==> src/rtl/vga_capture.sv <==
// VGA receive front end: registers the incoming stream, recovers x/y, checks timing
// against H_ACTIVE x V_ACTIVE and emits a lock-qualified pixel stream. Define VGA_CAP_CHECKSUM_EN for per-frame CRC.
module vga_capture #(
  parameter int H_ACTIVE    = 640,
  parameter int V_ACTIVE    = 480,
  parameter int CNT_W       = 11,
  parameter int LOCK_FRAMES = 2
) (
  input  logic             i_clk,
  input  logic             i_rst,
  input  logic [7:0]       i_R,
  input  logic [7:0]       i_G,
  input  logic [7:0]       i_B,
  input  logic             i_H_sync,
  input  logic             i_V_sync,
  input  logic             i_blank_n,
  output logic [23:0]      o_pixel,
  output logic             o_valid,
  output logic [CNT_W-1:0] o_x,
  output logic [CNT_W-1:0] o_y,
  output logic             o_sof,
  output logic             o_eol,
  output logic             o_locked,
  output logic [CNT_W-1:0] o_h_total,
  output logic [CNT_W-1:0] o_v_total,
`ifdef VGA_CAP_CHECKSUM_EN
  output logic [15:0]      o_crc,
  output logic             o_crc_valid,
`endif
  output logic             o_err
);
  localparam int GW = $clog2(LOCK_FRAMES + 1);
  localparam logic [CNT_W-1:0] CMAX = '1;
  localparam logic [CNT_W-1:0] ONE  = CNT_W'(1);
  localparam logic [CNT_W-1:0] HA   = CNT_W'(H_ACTIVE);
  localparam logic [CNT_W-1:0] HL   = CNT_W'(H_ACTIVE - 1);
  localparam logic [CNT_W-1:0] VA   = CNT_W'(V_ACTIVE);
  localparam logic [GW-1:0]    LF   = GW'(LOCK_FRAMES);

  typedef enum logic [1:0] {IDLE, MEASURE, LOCKED} state_t;
  state_t state_q;

  logic [23:0]      pix1_q;
  logic             hs1_q, vs1_q, bl1_q, hs_prev_q, vs_prev_q;
  logic [CNT_W-1:0] h_cnt_q, x_q, y_q, lines_q;
  logic             line_act_q, frame_bad_q;
  logic [GW-1:0]    good_q;

  logic             hs_start, vs_start, act_end, line_bad, frame_ok, pix_ok;
  logic [CNT_W-1:0] x_cur, y_cur;

  assign hs_start = hs_prev_q & ~hs1_q;
  assign vs_start = vs_prev_q & ~vs1_q;

  // Coordinates of the pixel now in stage 1, with this cycle's sync events applied
  always_comb begin
    x_cur    = hs_start ? '0 : x_q;
    act_end  = hs_start && line_act_q;
    line_bad = act_end && (x_q != HA);
    y_cur    = y_q;
    if (vs_start)                   y_cur = '0;
    else if (act_end && y_q != CMAX) y_cur = y_q + ONE;
    frame_ok = !frame_bad_q && !line_bad &&
               (({1'b0, y_q} + {{CNT_W{1'b0}}, act_end}) == {1'b0, VA});
    pix_ok   = bl1_q && (x_cur < HA) && (y_cur < VA);
  end

  always_ff @(posedge i_clk or posedge i_rst) begin
    if (i_rst) begin
      pix1_q      <= '0;
      hs1_q       <= 1'b1;
      vs1_q       <= 1'b1;
      bl1_q       <= 1'b0;
      hs_prev_q   <= 1'b1;
      vs_prev_q   <= 1'b1;
      h_cnt_q     <= '0;
      x_q         <= '0;
      y_q         <= '0;
      lines_q     <= '0;
      line_act_q  <= 1'b0;
      frame_bad_q <= 1'b0;
      o_h_total   <= '0;
      o_v_total   <= '0;
    end else begin
      pix1_q    <= {i_R, i_G, i_B};
      hs1_q     <= i_H_sync;
      vs1_q     <= i_V_sync;
      bl1_q     <= i_blank_n;
      hs_prev_q <= hs1_q;
      vs_prev_q <= vs1_q;
      if (hs_start) begin
        o_h_total <= (h_cnt_q == CMAX) ? CMAX : h_cnt_q + ONE;
        h_cnt_q   <= '0;
      end else if (h_cnt_q != CMAX) begin
        h_cnt_q <= h_cnt_q + ONE;
      end
      x_q        <= (bl1_q && x_cur != CMAX) ? x_cur + ONE : x_cur;
      y_q        <= y_cur;
      line_act_q <= (hs_start || vs_start) ? bl1_q : (line_act_q | bl1_q);
      // A line starting on the vsync edge belongs to the new frame's line count
      if (vs_start) begin
        o_v_total <= lines_q;
        lines_q   <= hs_start ? ONE : '0;
      end else if (hs_start && lines_q != CMAX) begin
        lines_q <= lines_q + ONE;
      end
      frame_bad_q <= vs_start ? 1'b0 : (frame_bad_q | line_bad);
    end
  end

  always_ff @(posedge i_clk or posedge i_rst) begin
    if (i_rst) begin
      state_q  <= IDLE;
      good_q   <= '0;
      o_locked <= 1'b0;
      o_err    <= 1'b0;
      o_valid  <= 1'b0;
      o_sof    <= 1'b0;
      o_eol    <= 1'b0;
      o_pixel  <= '0;
      o_x      <= '0;
      o_y      <= '0;
    end else begin
      o_pixel <= pix1_q;
      o_x     <= x_cur;
      o_y     <= y_cur;
      o_valid <= 1'b0;
      o_sof   <= 1'b0;
      o_eol   <= 1'b0;
      // Runaway line count means vsync has gone missing: start over
      if (!vs_start && lines_q == CMAX) begin
        state_q  <= IDLE;
        o_locked <= 1'b0;
        good_q   <= '0;
      end else begin
        case (state_q)
          IDLE: if (vs_start) begin
            state_q <= MEASURE;
            good_q  <= '0;
          end
          MEASURE: if (vs_start) begin
            if (!frame_ok) begin
              good_q <= '0;
            end else if (good_q + GW'(1) == LF) begin
              state_q  <= LOCKED;
              o_locked <= 1'b1;
              good_q   <= '0;
            end else begin
              good_q <= good_q + GW'(1);
            end
          end
          LOCKED: begin
            if (vs_start ? !frame_ok : line_bad) begin
              state_q  <= MEASURE;
              good_q   <= '0;
              o_locked <= 1'b0;
              o_err    <= 1'b1;
            end else if (pix_ok) begin
              o_valid <= 1'b1;
              o_sof   <= (x_cur == '0) && (y_cur == '0);
              o_eol   <= (x_cur == HL);
            end
          end
          default: state_q <= IDLE;
        endcase
      end
    end
  end

`ifdef VGA_CAP_CHECKSUM_EN
  function automatic logic [15:0] crc_px(input logic [15:0] c, input logic [23:0] d);
    logic [15:0] r;
    r = c;
    for (int i = 23; i >= 0; i--)
      r = (r[15] ^ d[i]) ? ({r[14:0], 1'b0} ^ 16'h1021) : {r[14:0], 1'b0};
    return r;
  endfunction

  logic [15:0] crc_acc_q, crc_fold;
  // Fold the pixel already in the output stage so the frame's last pixel is included
  assign crc_fold = o_valid ? crc_px(crc_acc_q, o_pixel) : crc_acc_q;

  always_ff @(posedge i_clk or posedge i_rst) begin
    if (i_rst) begin
      crc_acc_q   <= 16'hFFFF;
      o_crc       <= '0;
      o_crc_valid <= 1'b0;
    end else begin
      o_crc_valid <= 1'b0;
      if (vs_start) begin
        crc_acc_q <= 16'hFFFF;
        if (state_q == LOCKED) begin
          o_crc       <= crc_fold;
          o_crc_valid <= 1'b1;
        end
      end else begin
        crc_acc_q <= crc_fold;
      end
    end
  end
`endif
endmodule

==> config.mk <==
export PLATFORM = sky130hd
export DESIGN_NAME = vga_capture
export DESIGN_NICKNAME = d
export VERILOG_FILES = /design/src/rtl/vga_capture.sv
export SDC_FILE = /design/constraint.sdc
export NUM_CORES = 1
export LEC_CHECK = 0
export CELL_PAD_IN_SITES_DETAIL_PLACEMENT = 1
export CELL_PAD_IN_SITES_GLOBAL_PLACEMENT = 1
export CORE_MARGIN = 3
export CORE_UTILIZATION = 41
export CTS_CLUSTER_DIAMETER = 50
export CTS_CLUSTER_SIZE = 14
export DETAILED_ROUTE_END_ITERATION = 16
export GPL_TIMING_DRIVEN = 1
export PLACE_DENSITY_LB_ADDON = 0.05
export SYNTH_ARGS = -nofsm -noshare
export SYNTH_HDL_FRONTEND = slang
export SYNTH_SLANG_ARGS = --single-unit
==> constraint.sdc <==
create_clock -name i_clk -period 5 [get_ports i_clk]
set_input_delay 0.5 -clock i_clk [delete_from_list [all_inputs] [get_ports i_clk]]
set_output_delay 0.5 -clock i_clk [all_outputs]
set_load 0.1 [all_outputs]
== Yosys cells after proc, flatten, opt, wreduce, memory -nomap -nowiden ==
Index checks and enable logic that the tools add are counted.

* Output and inout port bits: 73
* Input bits: 29
* Word-level logic and storage cells: 127
* Register bits after elaboration: 141

* Reductions and logical operators: 27
* Mux-type cells: 45
* Bitwise gates (word level): 7
* Magnitude comparators: 2
* Eq/ne operators: 17
* $add $sub $neg: 6

{| class="wikitable"
|+ Operator list
! operator !! count
|-
| 11-bit two-way mux || 9
|-
| 11-bit by 1-bit adder with 11-bit output (second input constant) || 4
|-
| 11-bit inequality test (second input constant) || 4
|-
| 2-bit two-way mux || 12
|-
| 11-bit == test (second input constant) || 2
|-
| 11-bit zero test || 2
|-
| 1-bit two-way mux || 21
|-
| 3-bit inequality test (second input constant) || 5
|-
| 11-bit by 1-bit adder with 12-bit output || 1
|-
| 12-bit by 9-bit == test with 1-bit output (second input constant) || 1
|-
| 2-bit one-hot mux with 3 select lines || 2
|-
| 11-bit by 10-bit == test with 1-bit output (second input constant) || 1
|-
| 1-bit logical AND || 11
|-
| 11-bit by 10-bit less-than comparator with 1-bit output (second input constant) || 1
|-
| 11-bit by 9-bit less-than comparator with 1-bit output (second input constant) || 1
|-
| 11-bit by 10-bit inequality test with 1-bit output (second input constant) || 1
|-
| 5-bit AND reduction || 2
|-
| 2-bit == test (second input constant) || 2
|-
| 1-bit zero test || 4
|-
| 4-bit AND reduction || 1
|-
| 2-bit nonzero test || 2
|-
| 4-bit nonzero test || 1
|-
| 1-bit inverter || 3
|-
| 3-bit AND reduction || 1
|-
| other kinds (8) || 10
|}

== Depth between registers and ports, before layout ==
Gate-level depths: netlist (run 1).

* Depth after elaboration: 12
* Mapped depth: 11
* Mapped depth without buffers: 10

== Worst setup path before layout (run 1) ==
Ideal clock, no wire load.

* Kind: reg-to-reg
* Start: register o_y[0] (netlist name)
* End: register o_sof
* Period minus slack after synthesis: 3.376 ns
* Path slack: 1.624 ns
* Stages on the path, launching flop included: 10
* Path buffers: 0
* Arrival: 3.308 ns
* Data required time: 4.932 ns
* Library setup time: 0.068 ns
* Cells stage by stage: dfrtp_1 ha_1 ha_1 nand3_1 mux2i_1 a2111oi_2 nand4_1 a211o_1 or4_4 and4bb_1

{| class="wikitable"
|+ RTL lines
! element !! RTL line !! source
|-
| end signal, assigned || 160 || <nowiki>o_sof <= (x_cur == '0) && (y_cur == '0);</nowiki>
|-
| end, declared || 21 || <nowiki>output logic o_sof,</nowiki>
|}

== Worst setup path in the final report (run 1) ==
* Start: register hs1_q
* End: register x_q[6]

* Cells in the longest elaborated chain, start to end: 6
* Elaborated cells between the ends (all ways): 7
* Those cells by class: add/sub: 1; eq/ne: 1; mux: 2; bitwise: 2; reduce/logical: 1

{| class="wikitable"
|+ Ends and longest elaborated chain
! element !! RTL line !! source
|-
| start, declared || 44 || <nowiki>logic hs1_q, vs1_q, bl1_q, hs_prev_q, vs_prev_q;</nowiki>
|-
| start signal, assigned || 86 || <nowiki>hs1_q <= i_H_sync;</nowiki>
|-
| 1-bit inverter * || 52 || <nowiki>assign hs_start = hs_prev_q & ~hs1_q;</nowiki>
|-
| 1-bit bitwise AND * || 52 ||
|-
| 11-bit two-way mux * || 57 || <nowiki>x_cur = hs_start ? '0 : x_q;</nowiki>
|-
| net x_cur[0] || 50 || <nowiki>logic [CNT_W-1:0] x_cur, y_cur;</nowiki>
|-
| branches (longest 2 deep; another with 11-bit by 1-bit adder with 11-bit output) || -- ||
|-
| 11-bit two-way mux * || 97 || <nowiki>x_q <= (bl1_q && x_cur != CMAX) ? x_cur + ONE : x_cur;</nowiki>
|-
| end signal, assigned || 97 ||
|-
| end, declared || 45 || <nowiki>logic [CNT_W-1:0] h_cnt_q, x_q, y_q, lines_q;</nowiki>
|}

Mark *: on every way through the listed nets, which the timed path passes.
A chain may end at the register's enable or synchronous reset.

==> results of run 1 <==
state kept, by name, indices dropped and copies added (netlist names), 2 cells and up:
name and count:
lines_q 11, x_q 11, o_y 11, pix1_q 24, o_pixel 24, h_cnt_q 11, good_q 2, o_x 11
o_v_total 11, o_h_total 11, state_q 2
stage by stage:
step	setup slack, ns	cells	total power [W]	util [%]	hold slack, ns
6_report	1.24	774	0.00313	56.7	0.346
5_1_grt	0.762	774	0.00327	56.7	0.354
4_1_cts	1.14	774	0.00317	56.7	0.351
3_5_place_dp	1.23	742	0.00190	52.1	0.337
3_3_place_gp	1.40	742	0.00188	52.1	0.331
2_1_floorplan	0.725	481	0.00173	-	0.331
worst max-delay path: stages, from the launching register on:
cell	delay [ns]
dfstp_2	0.54
nand2b_1	0.77
nand2_1	0.27
inv_1	0.18
ha_1	0.21
nand3_1	0.15
o41ai_1	0.91
nor2_1	0.21
nand4_1	0.18
xor2_1	0.16
nor2_1	0.05
placed cells by master, fill, tap and decap left out, types with 3 or more instances in the layout:
master	n
dfrtp_1	137
clkdlybuf4s50_1	101
nand2_1	66
nor2_1	50
o21ai_0	25
nand3_1	19
clkbuf_16	17
inv_1	14
xor2_1	14
xnor2_1	12
a21oi_1	11
and2_1	11
nor3_1	10
nand4_1	7
or3_1	7
ha_1	7
a31oi_1	6
mux2i_1	5
inv_6	5
clkinvlp_4	5
nand2b_1	4
and3_1	4
dfstp_2	4
buf_4	4
nor2b_1	3
and4_1	3
nor4_1	3
nor3b_1	3
a21boi_0	3
or4_1	3
final cells by class:
cell class / instances / area (µm²) / area share, %
clock buffers: 21 / 460 / 6.33
repair buffers: 105 / 1040 / 14.3
inverters: 15 / 61.3 / 0.843
clock inverters: 11 / 133 / 1.82
multi-input cells: 309 / 1830 / 25.1
well taps: 172 / 215 / 2.96
flip-flops and latches: 141 / 3530 / 48.6
logic make-up after synthesis:
logic type               Yosys count  synth area share [%]
AND/OR/NAND/NOR                  208                  19.1
flip-flops                       141                  64.5
AO/OA/AOI/OAI                     61                  7.13
buffers and inverters             31                  2.22
XOR/XNOR                          26                  4.16
multiplexers                       7                  1.32
adder cells (fa/ha/maj)            7                  1.60
synthesized netlist by cell type (all sizes together), types with 4 or more instances:
library cell / n / area [µm²]
dfrtp: 137 / 3430
nand2: 66 / 248
nor2: 50 / 188
o21ai: 25 / 125
nand3: 19 / 95.1
inv: 15 / 56.3
xor2: 14 / 123
and2: 12 / 76.3
clkbuf: 12 / 46.3
xnor2: 12 / 105
a21oi: 11 / 55.1
nor3: 11 / 60.1
nand4: 8 / 56.3
ha: 7 / 87.6
or3: 7 / 43.8
a31oi: 6 / 37.5
mux2i: 5 / 50.1
and3: 4 / 25.0
buf: 4 / 18.8
dfstp: 4 / 105
nand2b: 4 / 25.0
nor2b: 4 / 25.0
nor4: 4 / 31.3
or4: 4 / 33.8
worst min-delay path by stage:
stage               depth (start not counted)           to  slack (ns)        from
finish                                      0  o_pixel[17]        0.35  pix1_q[17]
global route                                0   o_pixel[5]        0.35   pix1_q[5]
CTS                                         0  o_pixel[17]        0.35  pix1_q[17]
detailed placement                          0  o_pixel[19]        0.34  pix1_q[19]
global placement                            0   o_pixel[3]        0.33   pix1_q[3]
floorplan                                   0   o_pixel[0]        0.33   pix1_q[0]
power by group through the flow:
stage                     logic (W)  registers [W]  clock network (W)
after CTS                  0.000597        0.00129            0.00129
final                      0.000588        0.00129            0.00126
after global routing       0.000627        0.00130            0.00135
after detailed placement   0.000594        0.00131                  0
after global placement     0.000582        0.00130                  0
after floorplan            0.000140        0.00159                  0
metal layers:
metal | vias up | GRT usage [%]
li1 | 1860 | -
met1 | 1989 | 24.3
met2 | 74 | 31.4
met3 | 17 | 4.64
met4 | 0 | 7.07
met5 | - | 0
==> metrics.md, run 1 <==
| Metric | Value |
|---|---|
| Layout area overhead | 32.7% |
| CTS tree | built |
| Status | finished clean |
| Cell area after layout | 7270 µm² |
| Unrepaired setup endpoints after global routing | no |
| Tightest Hold Check Type | flip-flop to flip-flop |
| Largest net degree at the start of global routing | 113 |
| Worst Path Required | 5.31 ns |
| RR Startpoint | hs1_q |
| # DRC | 0 |
| WL met2 | 6450 µm |
| Drt first pass iters | 4 |
| CTS root buffer | clkbuf_16 |
| Hpwl dp | 9060 µm |
| Gates resized, CTS repair | 0 |
| CTS H-tree depth | 4 |
| Post-synthesis register bit count | 141 |
| Tmin final | 3.76 ns |
| Clock power share | 40.1% |
| Worst VDD drop | 275 µV |
| Worst-path clk slew | 0.06 ns |
| # port buffers | 101 |
| Psw | 0.000989 W |
| Fin nets | 625 |
| Initial antenna violation count | 0 |
| Initial Util | 42.7% |
| GRT Residual Overflow | 0 |
| Internal power | 0.00214 W |
| CTS Buffer Depth | 2 |
| Core Rows | 41 |
| Mapped Avg Cell Area | 11.4 µm² |
| Vias in the first global route | 4,229 |
| # fillers | 1,371 |
| Total CTS buffers | 17 |
| DR WL/cell | 16.6 µm |
| Cells on worst reg2reg path | 10 |
| Routed vias/inst | 5.09 |
| Top Ports | 102 |
| Synth cell types | 54 |
| Detailed Route Iter0 Violations | 160 |
| Ys flop type | dfrtp_1 |
| Critical path endpoint category | flip-flop |
| Slew @ Worst Pin | 1.09 ns |
| Reg-to-reg endpoint | x_q[6] |
| Syn. warnings | 0 |
| Share of cells above drive strength 1 | 8.97% |
| Crit path launch | hs1_q |
| Hold bufs inserted after CTS | 0 |
| CP Class | flip-flop to flip-flop |
| Die Ht | 122 µm |
| Post-synth EDFFs | 0 |
| Worst rel slew slack | 26.2% |
| DR top layer | met4 |
| Seq pwr share | 41.1% |
| Met3 WL | 426 µm |
| Sink Count | 141 |
| Cell area after placement | 6680 µm² |
| Reg2reg setup slack | 1.24 ns |
| Post-CTS Setup Inserts | 0 |
| Final Hold Viols | 0 |
| FFs w/ async S/R, synth | 100% |
| Setup Viol. Count Final | 0 |
| First-pass GRT wire length | 21,700 µm |
| Total track usage | 19.0% |
| Max Fclk | 266 MHz |
| Clock network latency to the later pin of the worst-skew pair | 0.42 ns |
| Post-Synthesis Cell Area | 5480 µm² |
| ANT cells | 0 |
| Syn nets | 517 |
| Worst-path fanout max | 31 |
| Clk_skew | 0.00722 ns |
| Crit path DAT | 4.06 ns |
| Routed wire length | 12,900 µm |
| Die ar. | 14,800 µm² |
| Register area share after synthesis | 64.5% |
| Combinational Power Share | 18.8% |
| Setup TNS | 0 ns |
| Pleak | 3.21 nW |
| Core Region | 12,800 µm² |
| GPL Wtd Cong | 0.821 |
| Crit start category | flip-flop |
| PD cells | 431 nW/µm² |
| Cells after Synth | 481 |
| Sw frac | 31.6% |
| Wire length on met1 | 5760 µm |
| Fin crit share | 75.1% |
| DR vias | 3,940 |
| Die width | 122 µm |
| Worst setup endpoint | x_q[6] |
| Final ANT Viol Nets | 0 |
| Final max-slew violation count | 0 |
| Max-Cap Viols | 0 |
No activity file was read; power rests on OpenSTA's default activity.
==> inputs of run 2 (changes only) <==
--- a/config.mk
+++ b/config.mk
@@ -8,7 +8,7 @@
 export CELL_PAD_IN_SITES_DETAIL_PLACEMENT = 1
 export CELL_PAD_IN_SITES_GLOBAL_PLACEMENT = 1
 export CORE_MARGIN = 3
-export CORE_UTILIZATION = 41
+export CORE_UTILIZATION = 37
 export CTS_CLUSTER_DIAMETER = 50
 export CTS_CLUSTER_SIZE = 14
 export DETAILED_ROUTE_END_ITERATION = 16
==> constraint.sdc (replaced) <==
create_clock -name i_clk -period 3.3 [get_ports i_clk]
set_input_delay 0.33 -clock i_clk [delete_from_list [all_inputs] [get_ports i_clk]]
set_output_delay 0.33 -clock i_clk [all_outputs]
set_load 0.1 [all_outputs]
==> metrics.md, run 2 (synthesis gave the netlist of run 1 again) <==
| Metric | Value |
|---|---|
| Max Fclk | 324 MHz (was 266 MHz) |
| Total CTS buffers | 17 (unchanged) |
| Internal power | 0.00308 W (was 0.00214 W) |
| PD cells | 631 nW/µm² (was 431 nW/µm²) |
| Min-Delay Startpoint | i_V_sync (was pix1_q[17]) |
| Psw | 0.00151 W (was 0.000989 W) |
| Sw frac | 32.9% (was 31.6%) |
| CTS Buffer Depth | 2 (unchanged) |
| Slew @ Worst Pin | 1.02 ns (was 1.09 ns) |
| Die ar. | 16,300 µm² (was 14,800 µm²) |
| Setup Viol. Count Final | 0 (unchanged) |
| Critical path endpoint category | flip-flop (unchanged) |
| Total track usage | 17.1% (was 19.0%) |
| Hpwl dp | 9020 µm (was 9060 µm) |
| CTS H-tree depth | 4 (unchanged) |
| Combinational Power Share | 19.6% (was 18.8%) |
| Tmin final | 3.09 ns (was 3.76 ns) |
| Initial Util | 38.6% (was 42.7%) |
| Sink Count | 141 (unchanged) |
| Layout area overhead | 33.0% (was 32.7%) |
| Worst-path fanout max | 4 (was 31) |
| Detailed Route Iter0 Violations | 213 (was 160) |
| Worst rel slew slack | 31.9% (was 26.2%) |
| # DRC | 0 (unchanged) |
| RR Startpoint | hs1_q (unchanged) |
| CP Class | flip-flop to flip-flop (unchanged) |
| Clock power share | 38.1% (was 40.1%) |
| Top Ports | 102 (unchanged) |
| Gates resized, CTS repair | 0 (unchanged) |
| Core Rows | 43 (was 41) |
| Final Power | 0.00459 W (was 0.00313 W) |
| Routed vias/inst | 5.05 (was 5.09) |
| Share of cells above drive strength 1 | 10.4% (was 8.97%) |
| Largest net degree at the start of global routing | 58 (was 113) |
| Die Ht | 128 µm (was 122 µm) |
| Cell Count Post-Placement | 754 (was 742) |
| CTS root buffer | clkbuf_16 (unchanged) |
| Seq pwr share | 42.3% (was 41.1%) |
| Final max-slew violation count | 0 (unchanged) |
| GRT Residual Overflow | 0 (unchanged) |
| Vias in the first global route | 4,173 (was 4,229) |
| Fin nets | 629 (was 625) |
| Setup TNS | 0 ns (unchanged) |
| ANT cells | 0 (unchanged) |
| Max-Cap Viols | 0 (unchanged) |
| Crit start category | flip-flop (unchanged) |
| Regs by FF count | o_pixel (24), pix1_q (24) (unchanged) |
| Worst VDD drop | 627 µV (was 275 µV) |
| Die width | 128 µm (was 122 µm) |
| Worst Path Required | 3.66 ns (was 5.31 ns) |
| Core Region | 14,200 µm² (was 12,800 µm²) |
| Clk_skew | 0.0110 ns (was 0.00722 ns) |
| Clock network latency to the later pin of the worst-skew pair | 0.42 ns (about the same) |
| Final ANT Viol Nets | 0 (unchanged) |
| CTS tree | built (unchanged) |
| Initial antenna violation count | 0 (unchanged) |
| Crit path DAT | 3.45 ns (was 4.06 ns) |
| Fin crit share | 93.6% (was 75.1%) |
| Final instance count without filler cells | 786 (was 774) |
| Commonest non-fill, non-tap cells in the layout | dfrtp_1, clkdlybuf4s50_1, nand2_1 (unchanged) |
| Unrepaired setup endpoints after global routing | no (unchanged) |
| Worst-path clk slew | 0.07 ns (was 0.06 ns) |
| Routed wire length | 12,700 µm (was 12,900 µm) |
| Drt first pass iters | 4 (unchanged) |
| Status | finished clean (unchanged) |
| Tightest Hold Check Type | input pin to flip-flop (was flip-flop to flip-flop) |
| Final worst setup slack | 0.211 ns (was 1.24 ns) |
| Final Hold Viols | 0 (unchanged) |
| Cell count of the worst hold path | 1 (was 0) |
| Worst slack at placement | 0.189 ns (was 1.23 ns) |
| Most common cell after layout, fill and taps aside | dfrtp_1 (unchanged) |
| Crit path launch | hs1_q (unchanged) |
| Hold bufs inserted after CTS | 0 (unchanged) |
| GPL Wtd Cong | 0.788 (was 0.821) |
| # port buffers | 101 (unchanged) |
| DR WL/cell | 16.2 µm (was 16.6 µm) |
| Pleak | 3.23 nW (was 3.21 nW) |
| Cells on worst reg2reg path | 10 (unchanged) |
| DR vias | 3,966 (was 3,940) |
| First-pass GRT wire length | 21,800 µm (was 21,700 µm) |
| Post-CTS Setup Inserts | 0 (unchanged) |
## run 2: cell types whose count changed in the layout (fill, tap and decap cells not counted)
cell             previous run  this run
buf_4                       4         8
clkinv_4                    0         3
buf_12                      0         2
bufinv_16                   2         0
clkbuf_1                    2         0
clkdlybuf4s50_1           101        99
clkinv_2                    0         2
clkbuf_8                    2         1
dfrtp_1                   137       136
dfrtp_2                     0         1
## run 2: layout make-up
type	count	area, µm²
Fill cell	1546	6920
Sequential cell	141	3530
Multi-Input combinational cell	309	1830
Timing Repair Buffer	109	1090
Clock buffer	18	439
Tap cell	180	225
Clock inverter	14	110
Inverter	15	60.1
## run 2: worst paths after layout
check	slack, ns	end
worst max-delay path	0.21	o_sof
max in group asynchronous	2.11	hs1_q
worst max register to register	0.21	o_sof
worst min register to register	0.35	o_pixel[15]
worst min-delay path	0.32	vs1_q
min in group asynchronous	0.40	o_y[9]
## run 2: critical path, stage by stage, from the launching register on
cell       delay (ns)
dfstp_2          0.54
and3b_2          0.23
ha_1             0.22
ha_1             0.22
nand3_1          0.11
mux2i_1          0.11
a2111oi_2        0.34
nand4_1          0.22
a211o_1          0.34
or4_4            0.44
and4bb_1         0.27
## run 2: routing by layer
| layer | vias up | routed length (µm) | track usage [%] |
|---|---|---|---|
| li1 | 1864 | - | - |
| met1 | 2006 | 5670 | 22.0 |
| met2 | 78 | 6330 | 27.4 |
| met3 | 18 | 525 | 5.04 |
| met4 | 0 | 212 | 6.43 |
| met5 | - | 0 | 0 |
## run 2: metrics by stage
stage	instance area (µm²)	utilization (%)	hold slack (ns)
3_3_place_gp	6740	47.4	0.331
3_5_place_dp	6740	47.4	0.336
4_1_cts	7290	51.3	0.292
6_report	7290	51.3	0.316
2_1_floorplan	5480	-	0.331
5_1_grt	7290	51.3	0.290
## run 2: power groups by stage
stage / clock network, W / registers [W] / logic [W]
6_report: 0.00175 / 0.00194 / 0.000900
5_1_grt: 0.00190 / 0.00196 / 0.000957
4_1_cts: 0.00180 / 0.00195 / 0.000912
3_5_place_dp: 0 / 0.00197 / 0.000906
3_3_place_gp: 0 / 0.00197 / 0.000896
2_1_floorplan: 0 / 0.00240 / 0.000212
